### src/rtl/fetcher.sv
// -----------------------------------------------------------------------------
// fetcher -- instruction fetch stage in front of the instruction queue (iq).
//
// The iq presents the PC it wants next. A lookup returns the 32-bit instruction
// combinationally on a hit. On a miss the fetcher requests the byte-wide memory
// controller (mc). Once it holds the bus, it reads four bytes little-endian
// from miss_pc, miss_pc+1, miss_pc+2 and miss_pc+3, fills the store and returns
// to IDLE, where the lookup then hits. A ROB exception aborts a miss in flight
// without touching the store.
//
// Build option (macro FETCHER_ICACHE_EN):
//   defined   : direct-mapped cache of 2^IndexWidth one-instruction lines,
//               index = pc[IndexWidth+1:2], tag = pc[31:IndexWidth+2].
//   undefined : a single buffer holding {valid, pc[31:2], data}.
//
// Ports:
//   clk                    in   rising-edge clock
//   rst                    in   asynchronous active-low reset
//   pc_from_iq      [31:0] in   PC requested by the iq (pc[1:0] ignored for lookup)
//   is_exception_from_rob  in   flush: abort any miss in flight
//   is_hit_to_iq           out  instr_to_iq is valid for pc_from_iq this cycle
//   instr_to_iq     [31:0] out  instruction, 0 when not a hit
//   is_req_to_mc           out  bus request, held through REQ and READ
//   is_grant_from_mc       in   bus grant, sampled at posedge while in REQ
//   is_rd_to_mc            out  byte read strobe
//   addr_to_mc      [31:0] out  byte address, 0 when is_rd_to_mc is low
//   data_from_mc     [7:0] in   read byte, valid the cycle after its address
// -----------------------------------------------------------------------------
module fetcher #(
  parameter int IndexWidth = 4
) (
  input  logic        clk,
  input  logic        rst,
  input  logic [31:0] pc_from_iq,
  input  logic        is_exception_from_rob,
  output logic        is_hit_to_iq,
  output logic [31:0] instr_to_iq,
  output logic        is_req_to_mc,
  input  logic        is_grant_from_mc,
  output logic        is_rd_to_mc,
  output logic [31:0] addr_to_mc,
  input  logic [7:0]  data_from_mc
);

  localparam logic [1:0] IDLE = 2'd0;
  localparam logic [1:0] REQ  = 2'd1;
  localparam logic [1:0] READ = 2'd2;

  logic [1:0]  state;
  logic [2:0]  cnt;
  logic [31:0] miss_pc;
  // Bytes 0..2 of the line being assembled. Byte 3 arrives on the fill edge
  // and goes straight into the store, so it needs no holding register.
  logic [23:0] asm_data;

  logic        lookup_hit;
  logic [31:0] lookup_data;
  logic        fill_en;
  logic [31:0] fill_data;

  logic [1:0]  unused_pc_lsb;
  assign unused_pc_lsb = pc_from_iq[1:0];

  // An exception on the last READ edge suppresses the write.
  assign fill_en   = (state == READ) && (cnt == 3'd4) && !is_exception_from_rob;
  assign fill_data = {data_from_mc, asm_data};

`ifdef FETCHER_ICACHE_EN
  localparam int TagWidth = 30 - IndexWidth;
  localparam int Lines    = 1 << IndexWidth;

  logic [IndexWidth-1:0] rd_idx;
  logic [IndexWidth-1:0] wr_idx;
  logic [TagWidth-1:0]   rd_tag;
  logic [TagWidth-1:0]   wr_tag;
  logic [Lines-1:0]      line_valid;
  logic [TagWidth-1:0]   line_tag  [Lines];
  logic [31:0]           line_data [Lines];

  assign rd_idx = pc_from_iq[IndexWidth+1:2];
  assign rd_tag = pc_from_iq[31:IndexWidth+2];
  assign wr_idx = miss_pc[IndexWidth+1:2];
  assign wr_tag = miss_pc[31:IndexWidth+2];

  assign lookup_hit  = line_valid[rd_idx] && (line_tag[rd_idx] == rd_tag);
  assign lookup_data = line_data[rd_idx];

  always_ff @(posedge clk or negedge rst) begin
    if (!rst) begin
      line_valid <= '0;
    end else if (fill_en) begin
      line_valid[wr_idx] <= 1'b1;
    end
  end

  always_ff @(posedge clk) begin
    if (fill_en) begin
      line_tag[wr_idx]  <= wr_tag;
      line_data[wr_idx] <= fill_data;
    end
  end
`else
  logic        buf_valid;
  logic [29:0] buf_pc;
  logic [31:0] buf_data;

  // IndexWidth has no effect on the single buffer; the slice is only named
  // so that the parameter still has a reader in this build.
  logic [IndexWidth-1:0] unused_index;
  assign unused_index = pc_from_iq[IndexWidth+1:2];

  assign lookup_hit  = buf_valid && (buf_pc == pc_from_iq[31:2]);
  assign lookup_data = buf_data;

  always_ff @(posedge clk or negedge rst) begin
    if (!rst) begin
      buf_valid <= 1'b0;
    end else if (fill_en) begin
      buf_valid <= 1'b1;
    end
  end

  always_ff @(posedge clk) begin
    if (fill_en) begin
      buf_pc   <= miss_pc[31:2];
      buf_data <= fill_data;
    end
  end
`endif

  // Control FSM. The exception overrides every state, including a grant
  // arriving in the same cycle.
  always_ff @(posedge clk or negedge rst) begin
    if (!rst) begin
      state <= IDLE;
      cnt   <= 3'd0;
    end else if (is_exception_from_rob) begin
      state <= IDLE;
      cnt   <= 3'd0;
    end else begin
      case (state)
        IDLE: begin
          if (!lookup_hit) begin
            state <= REQ;
          end
        end
        REQ: begin
          if (is_grant_from_mc) begin
            state <= READ;
            cnt   <= 3'd0;
          end
        end
        READ: begin
          if (cnt == 3'd4) begin
            state <= IDLE;
            cnt   <= 3'd0;
          end else begin
            cnt <= cnt + 3'd1;
          end
        end
        default: begin
          state <= IDLE;
          cnt   <= 3'd0;
        end
      endcase
    end
  end

  // Datapath registers, no reset. miss_pc may be loaded during reset or on an
  // exception cycle; it is only consumed after a clean IDLE->REQ transition.
  // Stale assembly bytes after an abort are always overwritten before the
  // next fill.
  always_ff @(posedge clk) begin
    if ((state == IDLE) && !lookup_hit) begin
      miss_pc <= pc_from_iq;
    end
    if (state == READ) begin
      case (cnt)
        3'd1:    asm_data[7:0]   <= data_from_mc;
        3'd2:    asm_data[15:8]  <= data_from_mc;
        3'd3:    asm_data[23:16] <= data_from_mc;
        default: ;
      endcase
    end
  end

  assign is_hit_to_iq = (state == IDLE) && lookup_hit && !is_exception_from_rob;
  assign instr_to_iq  = is_hit_to_iq ? lookup_data : 32'd0;
  assign is_req_to_mc = (state == REQ) || (state == READ);
  assign is_rd_to_mc  = (state == READ) && (cnt != 3'd4);
  assign addr_to_mc   = is_rd_to_mc ? (miss_pc + {29'd0, cnt}) : 32'd0;

endmodule

### config.mk
export PLATFORM = sky130hd
export DESIGN_NAME = fetcher
export DESIGN_NICKNAME = d
export VERILOG_FILES = /design/src/rtl/fetcher.sv
export SDC_FILE = /design/constraint.sdc
export NUM_CORES = 1
export LEC_CHECK = 0
export BUFFER_PORTS_ARGS = -buffer_cell sky130_fd_sc_hd__buf_4
export CAP_MARGIN = 40
export CELL_PAD_IN_SITES_DETAIL_PLACEMENT = 1
export CELL_PAD_IN_SITES_GLOBAL_PLACEMENT = 1
export CORE_MARGIN = 5
export CORE_UTILIZATION = 44
export CTS_CLUSTER_DIAMETER = 120
export DETAILED_ROUTE_END_ITERATION = 8
export GPL_TIMING_DRIVEN = 1
export PLACE_DENSITY = 0.9
export SLEW_MARGIN = 20
export SYNTH_ARGS = -nofsm -noshare
export SYNTH_HDL_FRONTEND = slang
export SYNTH_SLANG_ARGS = --single-unit
### constraint.sdc
create_clock -name clk -period 7.4 [get_ports clk]
set_input_delay 0 -clock clk [delete_from_list [all_inputs] [get_ports clk]]
set_output_delay 0 -clock clk [all_outputs]
set_load 0.1 [all_outputs]
==> results.json, run 1 <==
{
  "clock_latency_ns": 0.42,
  "grt_pass1_vias": 4277,
  "firstDrtPassIters": 5,
  "max_slew_margin_pct": 45.6,
  "ys_seq_area_share_pct": 67.6,
  "io_pins": 111,
  "numCtsBuffers": 17,
  "synth-main-ff-cell": "edfxtp_1",
  "routedWlPerCell_um": 20.0,
  "yosys.cell_count.top_type": "edfxtp_1",
  "holdPathStages": 5,
  "yosysTopAreaCell": "edfxtp_1",
  "fin_crit_sh_pct": 42.3,
  "rows": 40,
  "worst-slew-pin-transition_ns": 0.816,
  "fmaxAchievable_mhz": 320,
  "design.core.area_um2": 12100,
  "synth_warnings": 0,
  "postPlaceCellArea_um2": 6520,
  "reg2reg_to": "state[0]",
  "crit_path_cell_trace": "xnor2_1 > nand4_1 > or4_1 > nor4_4 > buf_6 > and2_1 > buf_4",
  "die_y_um": 121,
  "hp-start": "is_grant_from_mc",
  "finalNetCount": 622,
  "routed-via-count": 3911,
  "clk_path_buf_depth": 2,
  "critPathRequiredTime_ns": 7.40,
  "hpwl_mm": 10.5,
  "critPathMaxStageDelay_ns": 0.65,
  "peakVddDrop_v": 0.000316,
  "grt_start_max_net_pins": 64,
  "post_cts_resize_count": 0,
  "startpoint": "buf_pc[29]",
  "io_buffers": 110,
  "critical_path.max_fanout": 20,
  "drc": 0,
  "postSynthNetCount": 453,
  "cts.reportedPaths.clkPinSlew_ns": 0.05,
  "r2r_setup_slack_ns": 4.79,
  "period_needed_ns": 3.13,
  "chipWidth_um": 121,
  "max-cap-violations": 0,
  "drtAntennaViolNets": 0,
  "synth_edf_count": 118,
  "clockRootBuffer": "clkbuf_16",
  "power.density_nw_per_um2": 344,
  "crit_path_end_kind": "output pin",
  "cp_top_family": "simple AND/OR/NAND/NOR gates",
  "diodes": 0,
  "dieArea_um2": 14700,
  "cts.sinks": 124,
  "finalClockSkew_ns": 0.00817,
  "setup_violations": 0,
  "hp-class": "in -> reg",
  "avgSynthCellArea_um2": 13.8,
  "tns_ns": 0,
  "vias_per_cell": 5.25,
  "hold_viol_final": 0,
  "crit_arrival_ns": 3.13,
  "netlist_instances": 396,
  "start_util_pct": 45.1,
  "syn_area_um2": 5460,
  "crit_buf_inv": 2,
  "gr-total-overflow": 0,
  "status": "finished clean",
  "areaGrowthSynthToFinish_pct": 37.2,
  "ff2ff_path_depth": 8,
  "leakagePower_uw": 0.00282,
  "synth_cell_types": 40,
  "synth_area_leaders": "edfxtp_1 65%, xnor2_1 4.5%, and2_1 4.4%, xor2_1 3.4%, dfrtp_1 2.7%",
  "drt-total-wl_mm": 14.9,
  "ys_ff_latch": 124,
  "drv_slew": 0,
  "grt_use_total_pct": 21.2,
  "async_reset_ff_share_pct": 4.84,
  "gp_congestion": 0.800,
  "synthDominantCellAreaShare_pct": 64.9,
  "r2r-start": "cnt[1]",
  "rsz0062_at_grt": "false",
  "worst_setup_path_start_kind": "flip-flop",
  "min_to": "cnt[1]",
  "crit_slowest_cell": "or4_1",
  "final_area_um2": 7490,
  "critPathKind": "reg -> out",
  "grt_pass1_wl_mm": 23.0,
  "netlist_top_cells_count": "118 x edfxtp_1, 38 x and2_1, 28 x xnor2_1",
  "drt_iter0_drc": 190,
  "tritoncts": "yes",
  "drive_gt1_share_pct": 25.6,
  "htree_levels": 4,
  "antenna_found_initial": 0
}
## metrics by stage
step           power (µW)  hold WS (ns)  std cells  setup slack, ns  utilization, %
2_1_floorplan        1550        -0.296        396             1.50               -
3_3_place_gp         1740        -0.181        667             4.63            53.5
3_5_place_dp         1790        -0.186        671             4.71            53.9
4_1_cts              2580         0.162        745             4.25            61.9
5_1_grt              2680         0.204        745             4.05            61.9
6_report             2580         0.159        745             4.27            61.9
## worst reg2reg max path: stages, from the launching register on
cell	delay, ns
dfrtp_1	0.46
inv_1	0.13
ha_1	0.16
nand2_1	0.08
nand2_1	0.50
inv_1	0.34
or2_2	0.42
o21bai_1	0.18
a211oi_1	0.25
## how the worst max path moves through the flow
stage               slack, ns  depth (start not counted)         endpoint
global route             4.05                          7   instr_to_iq[5]
floorplan                1.50                          4        buf_valid
finish                   4.27                          7   instr_to_iq[5]
global placement         4.63                          6  instr_to_iq[31]
detailed placement       4.71                          7  instr_to_iq[13]
CTS                      4.25                          7  instr_to_iq[13]
## metal layers
layer	vias to the layer above	track usage (%)	wire (µm)
li1	1800	-	-
met1	1909	24.7	5820
met2	165	36.6	7570
met3	37	4.80	968
met4	0	10.6	505
met5	-	0	0
## kinds of logic after synthesis
group,after synthesis,synth area share [%]
simple gates,157,16.5
buf+inv,20,1.47
flops,124,67.6
xor+xnor,49,7.86
fa+ha+maj,13,3.12
compound gates,33,3.44
## layout make-up
cell class                 instances  area [µm²]
clock buffer                      20         437
clock inverter                    11         103
fill                            1228        4620
inverter                          11        41.3
multi-input combinational        252        1700
sequential                       124        3690
tap                              168         210
timing repair buffer             159        1310
## registers in the layout (all words and copies together), names as in the netlist
name,cells
buf_valid,1
buf_pc,30
buf_data,32
state,2
cnt,3
asm_data,24
miss_pc,32
## layout by cell type, fill, tap and decap left out, types with 2 or more instances in the layout
cell type	instances
edfxtp_1	118
buf_4	113
dlygate4sd3_1	43
and2_1	38
xnor2_1	28
nor2_1	23
xor2_1	21
nand2_1	20
clkbuf_16	17
nand4_1	15
nor4_1	15
o21ai_0	13
a21oi_1	12
ha_1	12
inv_1	11
or3_1	11
nand3_1	10
dfrtp_1	6
nor3_1	5
clkinv_2	4
clkinv_1	4
and4_1	3
and3_1	3
or4_1	3
clkbuf_1	3
buf_6	3
a21o_1	2
or2_2	2
bufinv_16	2
## report_power, final
part	internal [µW]	switching, µW	total [µW]
combinational	194	622	816
clock	485	285	770
sequential	893	97.7	990
total	1570	1000	2580
## what timing repair did
| item | CTS | global route |
|---|---|---|
| endpoints found under the hold margin | 73 | 0 |
| hold buffers | 43 | 0 |
| buffers inserted | 0 | 0 |
| setup endpoints to repair | 0 | 0 |
No activity file was read; power rests on OpenSTA's default activity.
==> run 2: changes to the inputs <==
==> constraint.sdc (replaced) <==
create_clock -name clk -period 3.17 [get_ports clk]
set_input_delay 0 -clock clk [delete_from_list [all_inputs] [get_ports clk]]
set_output_delay 0 -clock clk [all_outputs]
set_load 0.1 [all_outputs]
==> results.json, run 2 (synthesis results as in run 1) <==
{
  "worst_setup_path_start_kind": "flip-flop",
  "fmaxAchievable_mhz": 334,
  "multi_input_area_um2": 1740,
  "postPlaceCellArea_um2": 6570,
  "power.density_nw_per_um2": 795,
  "final_area_um2": 7550,
  "drtAntennaViolNets": 0,
  "drv_slew": 0,
  "grt_use_total_pct": 21.3,
  "gr-total-overflow": 0,
  "critPathMaxStageDelay_ns": 0.73,
  "design.core.area_um2": 12100,
  "crit_path_cell_trace": "and3_1 > nand3_1 > or4_1 > or3_1 > a21oi_2 > buf_4",
  "peakVddDrop_v": 0.000699,
  "start_util_pct": 45.1,
  "finalClockSkew_ns": 0.00873,
  "crit_slowest_cell": "or4_1",
  "firstDrtPassIters": 5,
  "drc": 0,
  "critical_path.max_fanout": 10,
  "max_slew_margin_pct": 62.2,
  "clockRootBuffer": "clkbuf_16",
  "status": "finished clean",
  "io_pins": 111,
  "io_buffers": 110,
  "rsz0062_at_grt": "false",
  "antenna_found_initial": 0,
  "utilization_pct": 62.3,
  "gp_congestion": 0.851,
  "hold_viol_final": 0,
  "cts_setup_buffers": 0,
  "crit_path_end_kind": "output pin",
  "critPathRequiredTime_ns": 3.17,
  "grt_pass1_wl_mm": 23.5,
  "leakagePower_uw": 0.00286,
  "die_y_um": 121,
  "routedWlPerCell_um": 20.2,
  "period_needed_ns": 2.99,
  "grt_pass1_vias": 4379,
  "dieArea_um2": 14700,
  "max-cap-violations": 0,
  "worst-slew-pin-transition_ns": 0.562,
  "vias_per_cell": 5.24,
  "mostFrequentLayoutCells": "118 x edfxtp_1, 115 x buf_4, 43 x dlygate4sd3_1, 38 x and2_1, 28 x xnor2_1",
  "ff_latch_area_um2": 3690,
  "tritoncts": "yes",
  "critPathKind": "reg -> out",
  "setup_violations": 0,
  "fin_crit_sh_pct": 94.4,
  "reg.largest.list": "buf_data: 32 flops, miss_pc: 32 flops, buf_pc: 30 flops",
  "hpwl_mm": 10.5,
  "drive_gt1_share_pct": 27.0,
  "cts.reportedPaths.clkPinSlew_ns": 0.05,
  "n_fill_cell": 1203,
  "chipWidth_um": 121,
  "routed-via-count": 3906,
  "drt-total-wl_mm": 15.1,
  "final_common_cell": "edfxtp_1",
  "clock_latency_ns": 0.42,
  "areaGrowthSynthToFinish_pct": 38.2,
  "diodes": 0,
  "drt_iter0_drc": 245,
  "crit_arrival_ns": 2.99,
  "numCtsBuffers": 17,
  "htree_levels": 4,
  "tns_ns": 0,
  "hp-class": "in -> reg",
  "rows": 40,
  "cts.sinks": 124,
  "clk_path_buf_depth": 2,
  "finalNetCount": 623,
  "grt_start_max_net_pins": 34
}
## run 2: where the power goes
part	internal, µW	switching, µW	total (µW)
Sequential	2090	215	2300
Clock	1130	664	1800
Combinational	450	1460	1910
## run 2: what timing repair did
item | 4_1_cts | 5_1_grt
resized for setup | 0 | 5
endpoints found under the hold margin | 73 | 0
hold buffers | 43 | 0
setup endpoints to repair | 0 | 3
## run 2: worst max-delay path, delay by kind of cell (launching register included)
| family | cells | cell delay [ns] |
|---|---|---|
| flops | 1 | 0.43 |
| buf+inv | 1 | 0.32 |
| simple gates | 4 | 1.64 |
| compound gates | 1 | 0.17 |
## run 2: stage by stage
stage / hold WS [ns] / std cells / setup slack (ns) / power (µW)
2_1_floorplan: -0.296 / 396 / 0.184 / 3640
3_3_place_gp: -0.184 / 672 / 0.670 / 4100
3_5_place_dp: -0.182 / 672 / 0.519 / 4170
4_1_cts: 0.109 / 746 / 0.00470 / 6020
5_1_grt: 0.123 / 746 / 0.0264 / 6230
6_report: 0.118 / 746 / 0.178 / 6000
## run 2: per-layer routing
layer	part of all wire (%)	vias up	track usage, %	wire, µm
li1	-	1802	-	-
met1	39	1894	24.3	5950
met2	51	171	37.3	7690
met3	6.7	39	5.78	1010
met4	2.9	0	9.38	433
met5	0	-	0	0
## run 2: final timing paths
| path | start | to | cells past startpoint | slack (ns) |
|---|---|---|---|---|
| min in group asynchronous | rst | buf_valid | 3 | 0.55 |
| hold reg to reg | asm_data[11] | buf_data[11] | 0 | 0.42 |
| hold / removal | is_grant_from_mc | cnt[1] | 5 | 0.12 |
| setup reg to reg | buf_pc[1] | miss_pc[6] | 6 | 0.79 |
| max in group asynchronous | rst | cnt[2] | 3 | 2.38 |
| setup / recovery | miss_pc[7] | addr_to_mc[25] | 6 | 0.18 |
## run 2: area by class of cell
cell class | count | area share [%]
sequential | 124 | 48.9
multi-input combinational | 252 | 23.1
timing repair buffer | 160 | 17.5
clock buffer | 20 | 5.78
tap | 168 | 2.78
clock inverter | 11 | 1.36
inverter | 11 | 0.547
==> run 3: changes to the inputs <==
--- a/config.mk
+++ b/config.mk
@@ -9,12 +9,12 @@
 export CAP_MARGIN = 40
 export CELL_PAD_IN_SITES_DETAIL_PLACEMENT = 1
 export CELL_PAD_IN_SITES_GLOBAL_PLACEMENT = 1
-export CORE_MARGIN = 5
-export CORE_UTILIZATION = 44
+export CORE_MARGIN = 3
+export CORE_UTILIZATION = 38
 export CTS_CLUSTER_DIAMETER = 120
 export DETAILED_ROUTE_END_ITERATION = 8
 export GPL_TIMING_DRIVEN = 1
-export PLACE_DENSITY = 0.9
+export PLACE_DENSITY = 0.81
 export SLEW_MARGIN = 20
 export SYNTH_ARGS = -nofsm -noshare
 export SYNTH_HDL_FRONTEND = slang
==> results.json, run 3 (synthesis results as in run 1) <==
{
  "firstDrtPassIters": 4,
  "grt_pass1_vias": 3997,
  "p_switching_uw": 2300,
  "power.density_nw_per_um2": 789,
  "dieArea_um2": 15800,
  "swShare_pct": 38.6,
  "critPathKind": "reg -> out",
  "drt_iter0_drc": 168,
  "critical_path.max_fanout": 10,
  "drc": 0,
  "ff2ff_path_depth": 6,
  "htree_levels": 4,
  "comb_power_share_pct": 31.5,
  "p_clk_share_pct": 29.9,
  "diodes": 0,
  "cts.reportedPaths.clkPinSlew_ns": 0.05,
  "finalClockSkew_ns": 0.00585,
  "hp-class": "in -> reg",
  "rsz0062_at_grt": "false",
  "drtAntennaViolNets": 0,
  "finalNetCount": 623,
  "hold_viol_final": 0,
  "min_to": "cnt[1]",
  "routed-via-count": 3843,
  "multi_input_area_um2": 1740,
  "leakagePower_uw": 0.00285,
  "max-cap-violations": 0,
  "ff_latch_area_um2": 3690,
  "worst_slack_ns": 0.172,
  "antenna_found_initial": 0,
  "grt_start_max_net_pins": 34,
  "peakVddDrop_v": 0.000526,
  "final_common_cell": "edfxtp_1",
  "internal-power_uw": 3660,
  "setup_violations": 0,
  "r2r_setup_slack_ns": 0.85,
  "critPathRequiredTime_ns": 3.17,
  "crit_arrival_ns": 3.00,
  "worst_setup_path_start_kind": "flip-flop",
  "worst-slew-pin-transition_ns": 0.623,
  "clk_path_buf_depth": 2,
  "status": "finished clean",
  "io_buffers": 110,
  "vias_per_cell": 5.08,
  "routedWlPerCell_um": 18.4,
  "crit_path_end_kind": "output pin",
  "drv_slew": 0,
  "cts.sinks": 124,
  "tritoncts": "yes",
  "chipWidth_um": 126,
  "die_y_um": 126,
  "gr-total-overflow": 0,
  "instances_no_fill": 757,
  "gp_congestion": 0.798,
  "reg2reg_to": "miss_pc[20]",
  "mostFrequentLayoutCells": "118 x edfxtp_1, 116 x buf_4, 43 x dlygate4sd3_1, 38 x and2_1, 28 x xnor2_1",
  "fmaxAchievable_mhz": 334,
  "n_fill_cell": 1400,
  "drive_gt1_share_pct": 27.0,
  "period_needed_ns": 3.00,
  "placed_cells": 684,
  "design.core.area_um2": 14000,
  "utilization_pct": 54.0,
  "fin_crit_sh_pct": 94.6,
  "reg.largest.list": "buf_data: 32 flops, miss_pc: 32 flops, buf_pc: 30 flops",
  "hp-start": "is_grant_from_mc",
  "clockRootBuffer": "clkbuf_16",
  "pwr-share-seq_pct": 38.6,
  "start_util_pct": 39.0,
  "pre_cts_ws_ns": 0.435,
  "grt_use_total_pct": 17.9,
  "max_slew_margin_pct": 58.1,
  "tns_ns": 0,
  "hpwl_mm": 9.98,
  "r2r-start": "buf_pc[1]",
  "numCtsBuffers": 17,
  "rows": 43,
  "holdPathStages": 5,
  "areaGrowthSynthToFinish_pct": 38.3,
  "clock_latency_ns": 0.41,
  "grt_pass1_wl_mm": 21.7,
  "io_pins": 111,
  "cts_setup_buffers": 0,
  "drt-total-wl_mm": 13.9
}
-- run 3: cell count changes in the layout (fill, tap and decap cells not counted), sizes merged --
cell / change
clkinvlp: +2
clkbuf: -1
clkinv: -2
-- run 3: critical path: stages (launching register included) --
cell	delay, ns
edfxtp_1	0.42
and3_1	0.27
nand3_1	0.22
or4_1	0.71
o311ai_1	0.52
o41ai_4	0.17
buf_4	0.26
-- run 3: per-layer routing --
layer	share of wire (%)	routed length, µm	track usage [%]
met1	41	5710	21.4
met2	51	7150	30.5
met5	0	0	0
met3	4.8	665	4.11
met4	2.9	406	8.83
-- run 3: through the flow --
step | instance area, µm² | hold slack, ns | total power (µW)
6_report | 7550 | 0.126 | 5960
5_1_grt | 7550 | 0.170 | 6190
4_1_cts | 7550 | 0.115 | 6000
3_5_place_dp | 6580 | -0.181 | 4160
3_3_place_gp | 6580 | -0.182 | 4110
2_1_floorplan | 5510 | -0.296 | 3640
-- run 3: area by class of cell --
type                    count  share of cell area (%)
flip-flops and latches    124                    48.9
multi-input cells         252                    23.1
repair buffers            160                    17.4
clock buffers              19                    5.73
well taps                 180                    2.98
clock inverters            11                    1.37
inverters                  11                   0.547
-- run 3: power by group through the flow --
stage	clock (µW)	combinational, µW	sequential (µW)
after floorplan	0	1390	2260
after global placement	0	1810	2300
after detailed placement	0	1830	2320
after CTS	1810	1890	2300
after global routing	1880	1980	2330
final	1780	1880	2300
-- run 3: timing repair --
action,4_1_cts,5_1_grt
pin swaps,0,0
setup endpoints to repair,1,1
gates resized for setup,1,2
hold endpoints to repair,74,0
hold buffers,43,0
-- run 3: how the worst max path moves through the flow --
stage	start	cells past startpoint	to
2_1_floorplan	cnt[0]	6	addr_to_mc[14]
3_3_place_gp	miss_pc[7]	6	addr_to_mc[31]
3_5_place_dp	miss_pc[7]	6	addr_to_mc[31]
4_1_cts	cnt[0]	8	addr_to_mc[30]
5_1_grt	miss_pc[7]	6	addr_to_mc[31]
6_report	miss_pc[7]	6	addr_to_mc[31]
